File: config.mk
export PLATFORM = sky130hd
export DESIGN_NAME = inst_encoder
export DESIGN_NICKNAME = d
export VERILOG_FILES = /design/src/rtl/inst_encoder_pkg.sv /design/src/rtl/inst_encoder_fifo2.sv /design/src/rtl/inst_encoder.sv
export SDC_FILE = /design/constraint.sdc
export NUM_CORES = 1
export LEC_CHECK = 0
export CORE_MARGIN = 4
export CORE_UTILIZATION = 53
export DETAILED_ROUTE_END_ITERATION = 8
export PLACE_DENSITY_LB_ADDON = 0.08
export SYNTH_ARGS = -nofsm -noshare
export SYNTH_HDL_FRONTEND = slang
export SYNTH_SLANG_ARGS = --single-unit
File: constraint.sdc
create_clock -name clk -period 6 [get_ports clk]
set_input_delay 0.6 -clock clk [delete_from_list [all_inputs] [get_ports clk]]
set_output_delay 0.6 -clock clk [all_outputs]
set_load 0.1 [all_outputs]
File: src/rtl/inst_encoder_pkg.sv
// Shared constants for inst_encoder: widths, field-bundle kind codes,
// RV32I opcodes and funct3 values, and an immediate range helper.
package inst_encoder_pkg;

   localparam int XLEN         = 32;
   localparam int REG_ADDR_LEN = 5;
   localparam int ENC_KIND_LEN = 4;

   // Kind codes carried on in_kind; codes 10..15 are unknown and rejected.
   typedef enum logic [ENC_KIND_LEN-1:0] {
      ENC_KIND_LOAD   = 4'd0,
      ENC_KIND_STORE  = 4'd1,
      ENC_KIND_BRANCH = 4'd2,
      ENC_KIND_JAL    = 4'd3,
      ENC_KIND_JALR   = 4'd4,
      ENC_KIND_OP_IMM = 4'd5,
      ENC_KIND_OP     = 4'd6,
      ENC_KIND_SYSTEM = 4'd7,
      ENC_KIND_AUIPC  = 4'd8,
      ENC_KIND_LUI    = 4'd9
   } enc_kind_e;

   // RV32I major opcodes.
   localparam logic [6:0] OPC_LOAD   = 7'b0000011;
   localparam logic [6:0] OPC_STORE  = 7'b0100011;
   localparam logic [6:0] OPC_BRANCH = 7'b1100011;
   localparam logic [6:0] OPC_JAL    = 7'b1101111;
   localparam logic [6:0] OPC_JALR   = 7'b1100111;
   localparam logic [6:0] OPC_OP_IMM = 7'b0010011;
   localparam logic [6:0] OPC_OP     = 7'b0110011;
   localparam logic [6:0] OPC_SYSTEM = 7'b1110011;
   localparam logic [6:0] OPC_AUIPC  = 7'b0010111;
   localparam logic [6:0] OPC_LUI    = 7'b0110111;

   // funct3 values the encoder has to recognise.
   localparam logic [2:0] F3_SLL     = 3'b001;
   localparam logic [2:0] F3_SRA_SRL = 3'b101;
   localparam logic [2:0] F3_JALR    = 3'b000;

   // True when v is representable as an n-bit two's complement value.
   function automatic logic fits_signed(input logic [XLEN-1:0] v, input int n);
      logic [XLEN-1:0] s;
      s = XLEN'($signed(v) >>> (n - 1));
      return (s == '0) || (s == '1);
   endfunction

endpackage

File: src/rtl/inst_encoder_fifo2.sv
// enc_fifo2: two-entry FIFO holding encoded words. Push is ignored when
// full, pop is ignored when empty, flush empties it in one cycle.
module enc_fifo2 #(
   parameter int W = 32
) (
   input  logic         clk,
   input  logic         reset_n,
   input  logic         flush,
   input  logic         push,
   input  logic [W-1:0] push_data,
   input  logic         pop,
   output logic [W-1:0] head,
   output logic [1:0]   count
);

   logic [W-1:0] mem0, mem1;
   logic         wr_ptr, rd_ptr;
   logic         do_push, do_pop;

   // Qualify requests against occupancy.
   always_comb begin
      do_push = push && (count != 2'd2);
      do_pop  = pop  && (count != 2'd0);
      head    = rd_ptr ? mem1 : mem0;
   end

   // Storage, pointers and occupancy count.
   always_ff @(posedge clk or negedge reset_n) begin
      if (!reset_n) begin
         mem0   <= '0;
         mem1   <= '0;
         wr_ptr <= 1'b0;
         rd_ptr <= 1'b0;
         count  <= 2'd0;
      end else if (flush) begin
         wr_ptr <= 1'b0;
         rd_ptr <= 1'b0;
         count  <= 2'd0;
      end else begin
         if (do_push) begin
            if (wr_ptr) mem1 <= push_data;
            else        mem0 <= push_data;
            wr_ptr <= ~wr_ptr;
         end
         if (do_pop) rd_ptr <= ~rd_ptr;
         case ({do_push, do_pop})
            2'b10:   count <= count + 2'd1;
            2'b01:   count <= count - 2'd1;
            default: count <= count;
         endcase
      end
   end

endmodule

File: src/rtl/inst_encoder.sv
// inst_encoder: packs decoded RV32I field bundles into instruction words and
// streams them to an instruction-memory write port at sequential addresses.
// Optional build macro: INST_ENCODER_RANGE_CHECK_EN rejects out-of-range
// immediates; without it immediates are truncated to the format's bits.
// Handshakes: a transfer happens on a rising edge where valid && ready; the
// producer holds its payload stable while valid && !ready.
module inst_encoder
   import inst_encoder_pkg::*;
(
   input  logic                    clk,
   input  logic                    reset_n,
   input  logic                    start,
   input  logic [XLEN-1:0]         start_addr,
   input  logic                    in_valid,
   output logic                    in_ready,
   input  logic [ENC_KIND_LEN-1:0] in_kind,
   input  logic [2:0]              in_funct3,
   input  logic                    in_alt,
   input  logic [REG_ADDR_LEN-1:0] in_rd,
   input  logic [REG_ADDR_LEN-1:0] in_rs1,
   input  logic [REG_ADDR_LEN-1:0] in_rs2,
   input  logic [XLEN-1:0]         in_imm,
   output logic                    out_valid,
   input  logic                    out_ready,
   output logic [XLEN-1:0]         out_addr,
   output logic [XLEN-1:0]         out_data,
   output logic                    error,
   output logic [15:0]             words
);

   logic [XLEN-1:0] enc_word;
   logic            enc_reject;
   logic            imm_ok;
   logic [6:0]      funct7;
   logic [XLEN-1:0] head;
   logic [1:0]      count;
   logic            accept, push, pop;
   logic [XLEN-1:0] addr_q;

   // Encode the presented bundle and decide whether it is rejected.
   always_comb begin
      enc_word   = '0;
      enc_reject = 1'b0;
      imm_ok     = 1'b1;
      funct7     = {1'b0, in_alt, 5'b0};
      case (in_kind)
         ENC_KIND_LOAD: begin
            enc_word = {in_imm[11:0], in_rs1, in_funct3, in_rd, OPC_LOAD};
            imm_ok   = fits_signed(in_imm, 12);
         end
         ENC_KIND_STORE: begin
            enc_word = {in_imm[11:5], in_rs2, in_rs1, in_funct3, in_imm[4:0], OPC_STORE};
            imm_ok   = fits_signed(in_imm, 12);
         end
         ENC_KIND_BRANCH: begin
            enc_word   = {in_imm[12], in_imm[10:5], in_rs2, in_rs1, in_funct3,
                          in_imm[4:1], in_imm[11], OPC_BRANCH};
            enc_reject = (in_funct3 == 3'b010) || (in_funct3 == 3'b011);
            imm_ok     = fits_signed(in_imm, 13) && !in_imm[0];
         end
         ENC_KIND_JAL: begin
            enc_word = {in_imm[20], in_imm[10:1], in_imm[11], in_imm[19:12], in_rd, OPC_JAL};
            imm_ok   = fits_signed(in_imm, 21) && !in_imm[0];
         end
         ENC_KIND_JALR: begin
            enc_word   = {in_imm[11:0], in_rs1, in_funct3, in_rd, OPC_JALR};
            enc_reject = (in_funct3 != F3_JALR);
            imm_ok     = fits_signed(in_imm, 12);
         end
         ENC_KIND_OP_IMM: begin
            if (in_funct3 == F3_SLL || in_funct3 == F3_SRA_SRL) begin
               // SLLI has no arithmetic variant, so its funct7 is always zero.
               if (in_funct3 == F3_SLL) funct7 = 7'b0;
               enc_word = {funct7, in_imm[4:0], in_rs1, in_funct3, in_rd, OPC_OP_IMM};
               imm_ok   = (in_imm[XLEN-1:5] == '0);
            end else begin
               enc_word = {in_imm[11:0], in_rs1, in_funct3, in_rd, OPC_OP_IMM};
               imm_ok   = fits_signed(in_imm, 12);
            end
         end
         ENC_KIND_OP: begin
            enc_word = {funct7, in_rs2, in_rs1, in_funct3, in_rd, OPC_OP};
         end
         ENC_KIND_SYSTEM: begin
            // CSR address is an unsigned 12-bit field, not a signed offset.
            enc_word   = {in_imm[11:0], in_rs1, in_funct3, in_rd, OPC_SYSTEM};
            enc_reject = (in_funct3 == 3'b000) || (in_funct3 == 3'b100);
            imm_ok     = (in_imm[XLEN-1:12] == '0);
         end
         ENC_KIND_AUIPC: begin
            enc_word = {in_imm[31:12], in_rd, OPC_AUIPC};
            imm_ok   = (in_imm[11:0] == '0);
         end
         ENC_KIND_LUI: begin
            enc_word = {in_imm[31:12], in_rd, OPC_LUI};
            imm_ok   = (in_imm[11:0] == '0);
         end
         default: begin
            enc_reject = 1'b1;
         end
      endcase
`ifdef INST_ENCODER_RANGE_CHECK_EN
      if (!imm_ok) enc_reject = 1'b1;
`else
      imm_ok = 1'b1;
`endif
   end

   // Handshake qualification; a full FIFO blocks input even while popping.
   always_comb begin
      in_ready  = !start && (count != 2'd2);
      accept    = in_valid && in_ready;
      push      = accept && !enc_reject;
      out_valid = (count != 2'd0);
      pop       = out_valid && out_ready;
      out_addr  = addr_q;
      out_data  = out_valid ? head : '0;
   end

   enc_fifo2 #(.W(XLEN)) u_fifo (
      .clk       (clk),
      .reset_n   (reset_n),
      .flush     (start),
      .push      (push),
      .push_data (enc_word),
      .pop       (pop),
      .head      (head),
      .count     (count)
   );

   // Address counter, emitted-word counter and sticky error flag.
   always_ff @(posedge clk or negedge reset_n) begin
      if (!reset_n) begin
         addr_q <= '0;
         words  <= 16'd0;
         error  <= 1'b0;
      end else if (start) begin
         addr_q <= start_addr & ~XLEN'(3);
         words  <= 16'd0;
         error  <= 1'b0;
      end else begin
         if (pop) begin
            addr_q <= addr_q + XLEN'(4);
            if (words != 16'hFFFF) words <= words + 16'd1;
         end
         if (accept && enc_reject) error <= 1'b1;
      end
   end

endmodule

== After elaboration in Yosys (flattened, before gate mapping) ==
Index checks and enable logic that the tools add are counted.
Word-level totals
  bits in registers: 117
  bits in latches: 0
  memory bits (writable): 0
  memory bits (read-only): 0
  output and inout port bits: 83
  memories: 0
Cells by class
  $add $sub $neg: 4
  multipliers: 0
  div/mod/pow operators: 0
  order comparisons: 0
  equality and inequality tests: 18
  shift-type cells: 0
  mux-type cells: 19
  bitwise operators: 3
  reductions and logical operators: 26
Operator list (count)
  $pmux 32 s10: 1
  $mux 32: 5
  $mux 16: 3
  $add 32x3->32 const B: 1
  $add 16x1->16 const B: 1
  $eq 4x3->1 const B: 4
  $ne 16x16->1 const B: 1
  $reduce_bool 2->1: 6
  $eq 4x2->1 const B: 2
  $eq 4x4->1 const B: 2
  $logic_and 1x1->1: 7
  $reduce_or 7->1: 1
  $eq 3x2->1 const B: 2
  $eq 3x3->1 const B: 2
  $mux 1: 6
  $mux 6: 1
  $reduce_and 3->1: 2
  $reduce_bool 3->1: 2
  $eq 4x1->1 const B: 1
  $logic_not 4->1: 1
  $pmux 1 s4: 1
  $pmux 2 s2: 1
  $eq 3x1->1 const B: 1
  $logic_not 3->1: 1
  10 further kinds: 15

== Depth between registers and ports, before layout ==
Gate-level depths: netlist (run 1).
  depth in word-level cells: 9
  gate-level depth with buffers: 8
  mapped depth without buffers: 6

== Hierarchy ==
From an unflattened synthesis (run 1), not the netlist that was laid out.
Second synthesis, totals
  cell total of the unflattened synthesis: 707
  area, all modules: 6949.2 um^2
By module, submodules not included
  inst_encoder: times used 1, cells an instance 513, area each 3960.0 um^2, sequential area each 1176.1 um^2
  enc_fifo2: times used 1, cells an instance 194, area each 2989.1 um^2, sequential area each 1701.6 um^2

== Worst setup path before layout (run 1) ==
Ideal clock, no wire load.
  path kind: register to output
  from: reg u_fifo.rd_ptr
  to: out out_data[1]
  arrival time: 2.891 ns
  required time: 5.400 ns
  slack: 2.509 ns
  cell stages (with the launch flop): 6
  path buffers: 3
  cells stage by stage: dfrtp_1 > clkbuf_1 > clkbuf_1 > mux2i_1 > nor2_1 > buf_4
On the way
  longest elaborated chain between the ends: 2
RTL lines
  from (decl): line inst_encoder_fifo2.sv:17  | logic wr_ptr, rd_ptr;
  from (signal assigned): line inst_encoder_fifo2.sv:45  | if (do_pop) rd_ptr <= ~rd_ptr;
  $mux 32: line inst_encoder_fifo2.sv:24  | head = rd_ptr ? mem1 : mem0;
  $mux 32: line inst_encoder.sv:117  | out_data = out_valid ? head : '0;
  to (decl): line inst_encoder.sv:26  | output logic [XLEN-1:0] out_data,
No other way between the ends.

== Worst setup path in the final report (run 1) ==
  from: reg u_fifo.rd_ptr
  to: out out_data[30]
Same word-level chain as after synthesis.

==> results of run 1 <==
==> cell families (layout without fill, tap and decap cells) <==
| group | after synthesis | after routing | share of synthesized area |
|---|---|---|---|
| AOI/OAI and AO/OA | 113 | 113 | 0.103 |
| and+or+nand+nor | 255 | 255 | 0.189 |
| other | 1 | 2 | 0.000597 |
| DFF | 113 | 113 | 0.450 |
| buffers and inverters | 49 | 214 | 0.0404 |
| muxes | 87 | 87 | 0.153 |
| xor gates and xnor gates | 43 | 43 | 0.0599 |
| adders and majority gates | 2 | 2 | 0.00398 |
==> registers in the layout (all words and copies together) (netlist names) <==
name,flops
u_fifo.wr_ptr,1
words,16
u_fifo.mem0,31
u_fifo.rd_ptr,1
error,1
u_fifo.mem1,31
u_fifo.count,2
out_addr,30
==> power by group <==
part | switching, mW | internal (mW)
clock | 0.345 | 0.695
combinational | 0.440 | 0.246
sequential | 0.0857 | 0.885
total | 0.871 | 1.83
==> per-layer routing <==
layer | track usage | part of all wire | wire [um]
met1 | 0.306 | 0.43 | 6950
met2 | 0.396 | 0.49 | 7950
met5 | 0 | 0 | 0
met3 | 0.0781 | 0.074 | 1210
met4 | 0.0734 | 0.013 | 204
==> cell usage after synthesis, types with 5 or more instances <==
master / number
sky130_fd_sc_hd__buf_1: 7
sky130_fd_sc_hd__buf_2: 7
sky130_fd_sc_hd__nand2_1: 78
sky130_fd_sc_hd__o21ai_0: 51
sky130_fd_sc_hd__nor3_1: 12
sky130_fd_sc_hd__clkbuf_1: 21
sky130_fd_sc_hd__a22oi_1: 6
sky130_fd_sc_hd__nand4_1: 14
sky130_fd_sc_hd__dfrtp_1: 113
sky130_fd_sc_hd__inv_1: 5
sky130_fd_sc_hd__nor2b_1: 11
sky130_fd_sc_hd__xnor2_1: 13
sky130_fd_sc_hd__and3_1: 8
sky130_fd_sc_hd__a21oi_1: 34
sky130_fd_sc_hd__mux2_4: 12
sky130_fd_sc_hd__nand3_1: 21
sky130_fd_sc_hd__mux2i_1: 51
sky130_fd_sc_hd__xor2_1: 30
sky130_fd_sc_hd__mux2_2: 24
sky130_fd_sc_hd__nor2_1: 86
==> critical path: stages, from the launching register on <==
cell	delay [ns]
sky130_fd_sc_hd__dfrtp_2	1.03
sky130_fd_sc_hd__mux2i_1	0.18
sky130_fd_sc_hd__nor2_1	0.20
sky130_fd_sc_hd__clkdlybuf4s50_1	1.18
==> worst max-delay path by stage <==
stage,from,endpoint,cells past startpoint
2_1_floorplan,u_fifo.rd_ptr,out_data[1],5
6_report,u_fifo.rd_ptr,out_data[30],3
5_1_grt,u_fifo.rd_ptr,out_data[30],3
4_1_cts,u_fifo.rd_ptr,out_data[30],3
3_5_place_dp,in_kind[2],u_fifo.mem0[31],6
3_3_place_gp,in_kind[2],u_fifo.mem0[24],6
==> area by class of cell <==
type / count / area [um^2]
timing repair buffer: 177 / 1750
fill: 846 / 2910
clock inverter: 9 / 129
clock buffer: 23 / 488
inverter: 5 / 18.8
sequential: 113 / 2830
multi-input combinational: 502 / 3210
tap: 143 / 179
==> results.txt, run 1 <==
The run gives 57 as the number of distinct library cells after synthesis. The tools report the cell count after synthesis as 663. Top cell type by total area after synthesis: sky130_fd_sc_hd__dfrtp_1. The tools report the maximum number of pins on one net before global-route repair as 83. The clock sink count is 113. Setup repair after global routing left no endpoint under its margin.

Derived from the worst setup path, the maximum achievable clock frequency is 277 MHz. The run gives 940 as the placed cell count. After detailed routing, the average wire length per cell comes to 16.8 um.

Setup violations remaining at the end of the flow were counted as 0. The detailed router placed 5497 vias in this run. The library cell used most frequently in the layout, excluding fill and tap cells, is sky130_fd_sc_hd__clkdlybuf4s50_1. Data arrives at the worst endpoint at 3.01 ns. The worst slew slack as a fraction of its limit came out at 0.298.

The tools report the leakage dissipation as 3.52 nW. 175 I/O pins were placed. In the routed design, unresolved DRC markers number 0. In this run the critical register-to-register path is captured at out_addr[14]. The final weighted congestion in routability-driven placement came out at 0.816. The clock reaches the later pin of the worst-skew pair after 0.41 ns. For the hold violation total from the final report, the log shows 0. The worst-case setup margin in the final layout was 2.39 ns; the layout overhead on the synthesized area was 36.9%.

The synthesized design contains 113 register bits. Global-route wire length before repair: 26.1 mm. Clock-pin slew was measured on the worst setup and hold paths at 0.05 ns. Each instance of the synthesized netlist takes up on average 9.48 um^2.

Along the worst path, the maximum fanout reaches 32. The clock passes through at most 2 buffers. For this design, the CTS-stage hold fixing added 0 buffers. The area of the core region is 0.0115 mm^2. TritonCTS built the clock tree. The width of the die is 117 um. The tools report the setup slack of the most critical reg-to-reg path as 3.60 ns. By area the synthesized netlist is led by sky130_fd_sc_hd__dfrtp_1, sky130_fd_sc_hd__mux2i_1, sky130_fd_sc_hd__nor2_1, sky130_fd_sc_hd__nand2_1, sky130_fd_sc_hd__mux2_2. The number of setup buffers added after CTS is 0. The transition time at the pin with the least slew margin came out at 1.05 ns. The total design power was 2.70 mW. For the overall die area, the log shows 0.0137 mm^2.

The final layout contains 910 nets. The run gives 354 as the initial DRC count. In this run the worst hold path is classified as input pin to async pin. For the routed wire length, the log shows 16.3 mm. Using the TritonRoute via totals, the vias-per-cell ratio works out to 5.66. Prior to clock tree synthesis, the placed netlist has a worst setup slack of 2.50 ns. The smallest clock period supported by the final layout is computed as 3.61 ns. The share of layout cells above drive strength 1 was 0.106. The period utilization was 0.602; the power density relative to cell area was 313 mW/mm^2. The number of cells upsized or downsized after cts was 0. The worst setup path is launched from a register. The top cell type's share of synthesized area was 0.450; the number of synthesis warnings was 0.

For the share of the yosys chip area belonging to registers, the log shows 0.450. The startpoint identified for the worst register-to-register timing path is out_addr[2]. The tools report the number of max-cap violations as 0. The placed instance area came out at 0.00799 mm^2. The capturing element type of the critical path is an output port. Leaving out fill and tap cells, the most frequent cells in the layout are sky130_fd_sc_hd__clkdlybuf4s50_1, sky130_fd_sc_hd__dfrtp_1, sky130_fd_sc_hd__nor2_1, sky130_fd_sc_hd__nand2_1. The logs give 5437 for the number of global-route vias before repair and 17 for the number of clock buffers inserted by TritonCTS. The die span in y was 117 um. The number of enable-type register cells in the synthesized netlist is 0. For the final database, setup skew stands at 0.00612 ns. The setup path with the least slack is of type register to output port. The most used flip-flop cell after synthesis is sky130_fd_sc_hd__dfrtp_1. In this run the core area contains 39 standard-cell rows. Once detail routing completed, the nets flagged for antenna violations numbered 0. After the flow finishes, the layout carries non-filler instances totaling 972. The run finished with clean final reports.

The count of final max-slew check failures was 0; the number of buffers added on ports was 170. Initial core utilization: 0.546. In this run the clock root is driven by a sky130_fd_sc_hd__clkbuf_16. The total track usage was 0.241. The post-synthesis cell area came out at 0.00628 mm^2. The number of antenna violations at the first check in global routing was 0; the required time of the worst setup path was 5.40 ns.

Number of H-tree levels: 4. The number of antenna diodes is 0, and the detailed placer's ending HPWL is 11.0 mm. The largest vdd supply drop came out at 0.208 mV.

Once layout is done, the placed cells without fillers occupy 0.00860 mm^2. The share of the core filled with cells in the final layout is 0.747. The tools report the worst hold slack as 0.217 ns.

Measured in cells, the most critical reg-to-reg path has a length of 6. The share of flip-flops with an asynchronous set or reset is 1.00. For this run the aggregate overflow at the end of global routing stands at 0.

The number of detailed-routing iterations run before antenna repair is 5. The final setup TNS was 0 ns.
Note: power is estimated with default switching activity, not from simulation.
==> inputs of run 2 (changes only) <==
CORE_UTILIZATION = 44   (was 53)
clock period = 3.2 ns   (was 6 ns; I/O delays follow)
==> run 2 against run 1 <==
Register-to-register slack worse by 2.7 ns. The run now ends with hold timing left. Power is 93% higher. Count of clock-buffer cells in the layout stayed put. Sequential cell count stayed put. Wire length is 1.3% higher. Cell area is 1.4% higher. Hold slack worse by 0.23 ns. Die area is 19% higher. Worst setup slack worse by 1.6 ns. Clock power is 100% higher.
==> results.txt, run 2 (same netlist as run 1, synthesis figures left out) <==
The flow ran to the end, but the final reports show violations. The final reports fail on hold timing. The logs give 2 (+2) for the hold violation total from the final report and 0 (unchanged) for the number of hold-repair buffers added at the cts stage. The number of max-cap violations is 0 (unchanged). The top fanout value on the critical path works out to 23 (-28%).

The run gives 0 (unchanged) as the number of cells upsized or downsized after cts. Timing would allow up to 412 MHz. Setup repair after global routing left no endpoint under its margin. Power density relative to cell area: 596 mW/mm^2 (+90%). The largest vdd supply drop is 0.383 mV (+84%), and the number of antenna diodes is 0 (unchanged). Number of non-filler instances in the completed layout: 1021 (+5.0%).

The run gives 11.6 mm (+5.1%) as the detailed placer's ending HPWL. The total vias in the final route is 5468 (-0.53%), and the period utilization is 0.758. The leakage dissipation is 3.68 nW (+4.6%), and the post-detailed-route wirelength per cell is 16.2 um (-3.5%).

The number of setup buffers added after CTS is 0 (unchanged). The CTS root buffer is sky130_fd_sc_hd__clkbuf_16. The share of layout cells above drive strength 1 works out to 0.162 (+0.0556).

TritonCTS built the clock tree. The run gives -0.00857 ns (-0.225 ns) as the worst hold slack. In the layout the commonest cells are sky130_fd_sc_hd__clkdlybuf4s50_1, sky130_fd_sc_hd__dfrtp_1, sky130_fd_sc_hd__nor2_1, sky130_fd_sc_hd__nand2_1, sky130_fd_sc_hd__buf_4. The startpoint of the most critical register-to-register path was u_fifo.count[1]. The number of nets in the layout was 922 (+1.3%). The final weighted congestion in routability-driven placement was 0.831 (+1.9%). The die span in y is 127 um (+9.1%), and the count of final max-slew check failures is 0 (unchanged). The transition time at the pin with the least slew margin is 1.03 ns (-0.0216 ns).

The logs give 82 (-1.2%) for the maximum number of pins on one net before global-route repair and 5 (unchanged) for the number of detailed-routing iterations run before antenna repair. The final setup skew is 0.00692 ns (+0.000803 ns). The top-level I/O count is 175 (unchanged). Clock latency of the later-clocked register in the worst-skew pair: 0.40 ns (about the same). The logs give 0.00806 mm^2 (+0.96%) for the placed instance area and 0.0163 mm^2 (+19%) for the overall die area.

The number of global-route vias before repair came out at 5583 (+2.7%). The path depth of the worst reg2reg path was 7 (+1); the number of antenna violations at the first check in global routing was 0 (unchanged). The setup slack of the most critical reg-to-reg path is 0.87 ns (-2.73 ns).

The worst setup path is captured at an output port. STA classifies the critical path startpoint as a register. The logs give 0 (unchanged) for the total of endpoints with negative setup slack in the final report and 113 (unchanged) for the clock sink count. The placed cell count is 989 (+5.2%), and the worst slew slack as a fraction of its limit is 0.314 (+0.0153). The layout overhead on the synthesized area is 38.9%, and the detailed-route DRC error count is 0 (unchanged). In this run the critical register-to-register path is captured at u_fifo.mem0[29]. For the worst path arrival time, the log shows 2.10 ns (-0.91 ns). The required time of the worst setup path came out at 2.88 ns (-2.52 ns).

The number of clock buffers inserted by TritonCTS was 17 (unchanged). The run gives 0.208 (-0.0331) as the total track usage. The logs give 27.5 mm (+5.1%) for the global-route wire length before repair and 4 (unchanged) for the number of H-tree levels. The overall overflow remaining after global route is 0 (unchanged). The number of buffers added on ports was 170 (unchanged); the number of nets with antenna violations after routing was 0 (unchanged). The min-delay analysis places its worst path in the category input pin to async pin. The logs give 0.00873 mm^2 (+1.4%) for the finished layout cell area and 0.460 ns (-2.04 ns) for the worst setup slack after placement. The tools report the worst-case setup margin in the final layout as 0.775 ns (-1.61 ns). Path type of the worst setup path: register to output port. The CTS clock-pin slew for the worst setup and hold paths was 0.05 ns (about the same).

The run gives 0.0139 mm^2 (+21%) as the area of the core region. The library cell used most frequently in the layout, excluding fill and tap cells, is sky130_fd_sc_hd__clkdlybuf4s50_1. The routed wire length came out at 16.5 mm (+1.3%).

For the finished layout, the period the worst path requires is 2.42 ns. The count of standard-cell rows was 43 (+10%); the number of buffers on the longest clock path was 2 (unchanged). The final setup TNS came out at 0 ns (unchanged). The logs give 0.451 (-0.0947) for the initial core utilization and 407 (+15%) for the initial DRC count. Number of vias per cell after detailed routing: 5.36 (-5.3%). The width of the die was 127 um (+9.1%).
[run 2: changes by cell type in the layout (fill, tap and decap cells not counted)]
| cell | previous run | this run |
|---|---|---|
| sky130_fd_sc_hd__clkinv_2 | 3 | 2 |
| sky130_fd_sc_hd__bufinv_16 | 3 | 5 |
| sky130_fd_sc_hd__nor2_1 | 85 | 84 |
| sky130_fd_sc_hd__buf_12 | 0 | 2 |
| sky130_fd_sc_hd__clkdlybuf4s50_1 | 168 | 133 |
| sky130_fd_sc_hd__nor2_2 | 1 | 2 |
| sky130_fd_sc_hd__buf_4 | 8 | 53 |
| sky130_fd_sc_hd__clkinvlp_4 | 2 | 1 |
[run 2: how the worst max path moves through the flow]
stage / start / end / depth (start not counted)
after floorplan: words[0] / words[1] / 6
final: u_fifo.rd_ptr / out_data[12] / 4
after CTS: u_fifo.rd_ptr / out_data[12] / 4
after detailed placement: in_kind[3] / u_fifo.mem0[27] / 9
after global routing: u_fifo.rd_ptr / out_data[12] / 4
after global placement: in_kind[0] / u_fifo.mem0[23] / 6
[run 2: area by class of cell]
type,count,area [um^2]
clock buffers,23,488
well taps,180,225
multi-input cells,502,3210
clock inverters,9,176
repair buffers,189,1770
inverters,5,18.8
fillers,1178,5210
flip-flops and latches,113,2830
[run 2: layer usage]
metal	routed length, um	track usage
met3	1250	0.0677
met5	0	0
met2	7930	0.330
met1	7210	0.277
met4	123	0.0549
[run 2: worst max-delay path: stages (launching register included)]
cell	delay (ns)
sky130_fd_sc_hd__dfrtp_2	0.82
sky130_fd_sc_hd__buf_4	0.35
sky130_fd_sc_hd__mux2i_1	0.22
sky130_fd_sc_hd__nor2_1	0.06
sky130_fd_sc_hd__buf_4	0.25
[run 2: report_power, final]
group / switching [mW] / leakage, nW / internal [mW]
combinational: 0.829 / 1.91 / 0.460
sequential: 0.152 / 1.45 / 1.66
clock: 0.635 / 0.323 / 1.46
[run 2: stage by stage]
stage	utilization	total power [mW]
global placement	0.579	3.09
finish	0.626	5.20
CTS	0.626	5.25
floorplan	-	2.73
detailed placement	0.579	3.13
global route	0.626	5.43
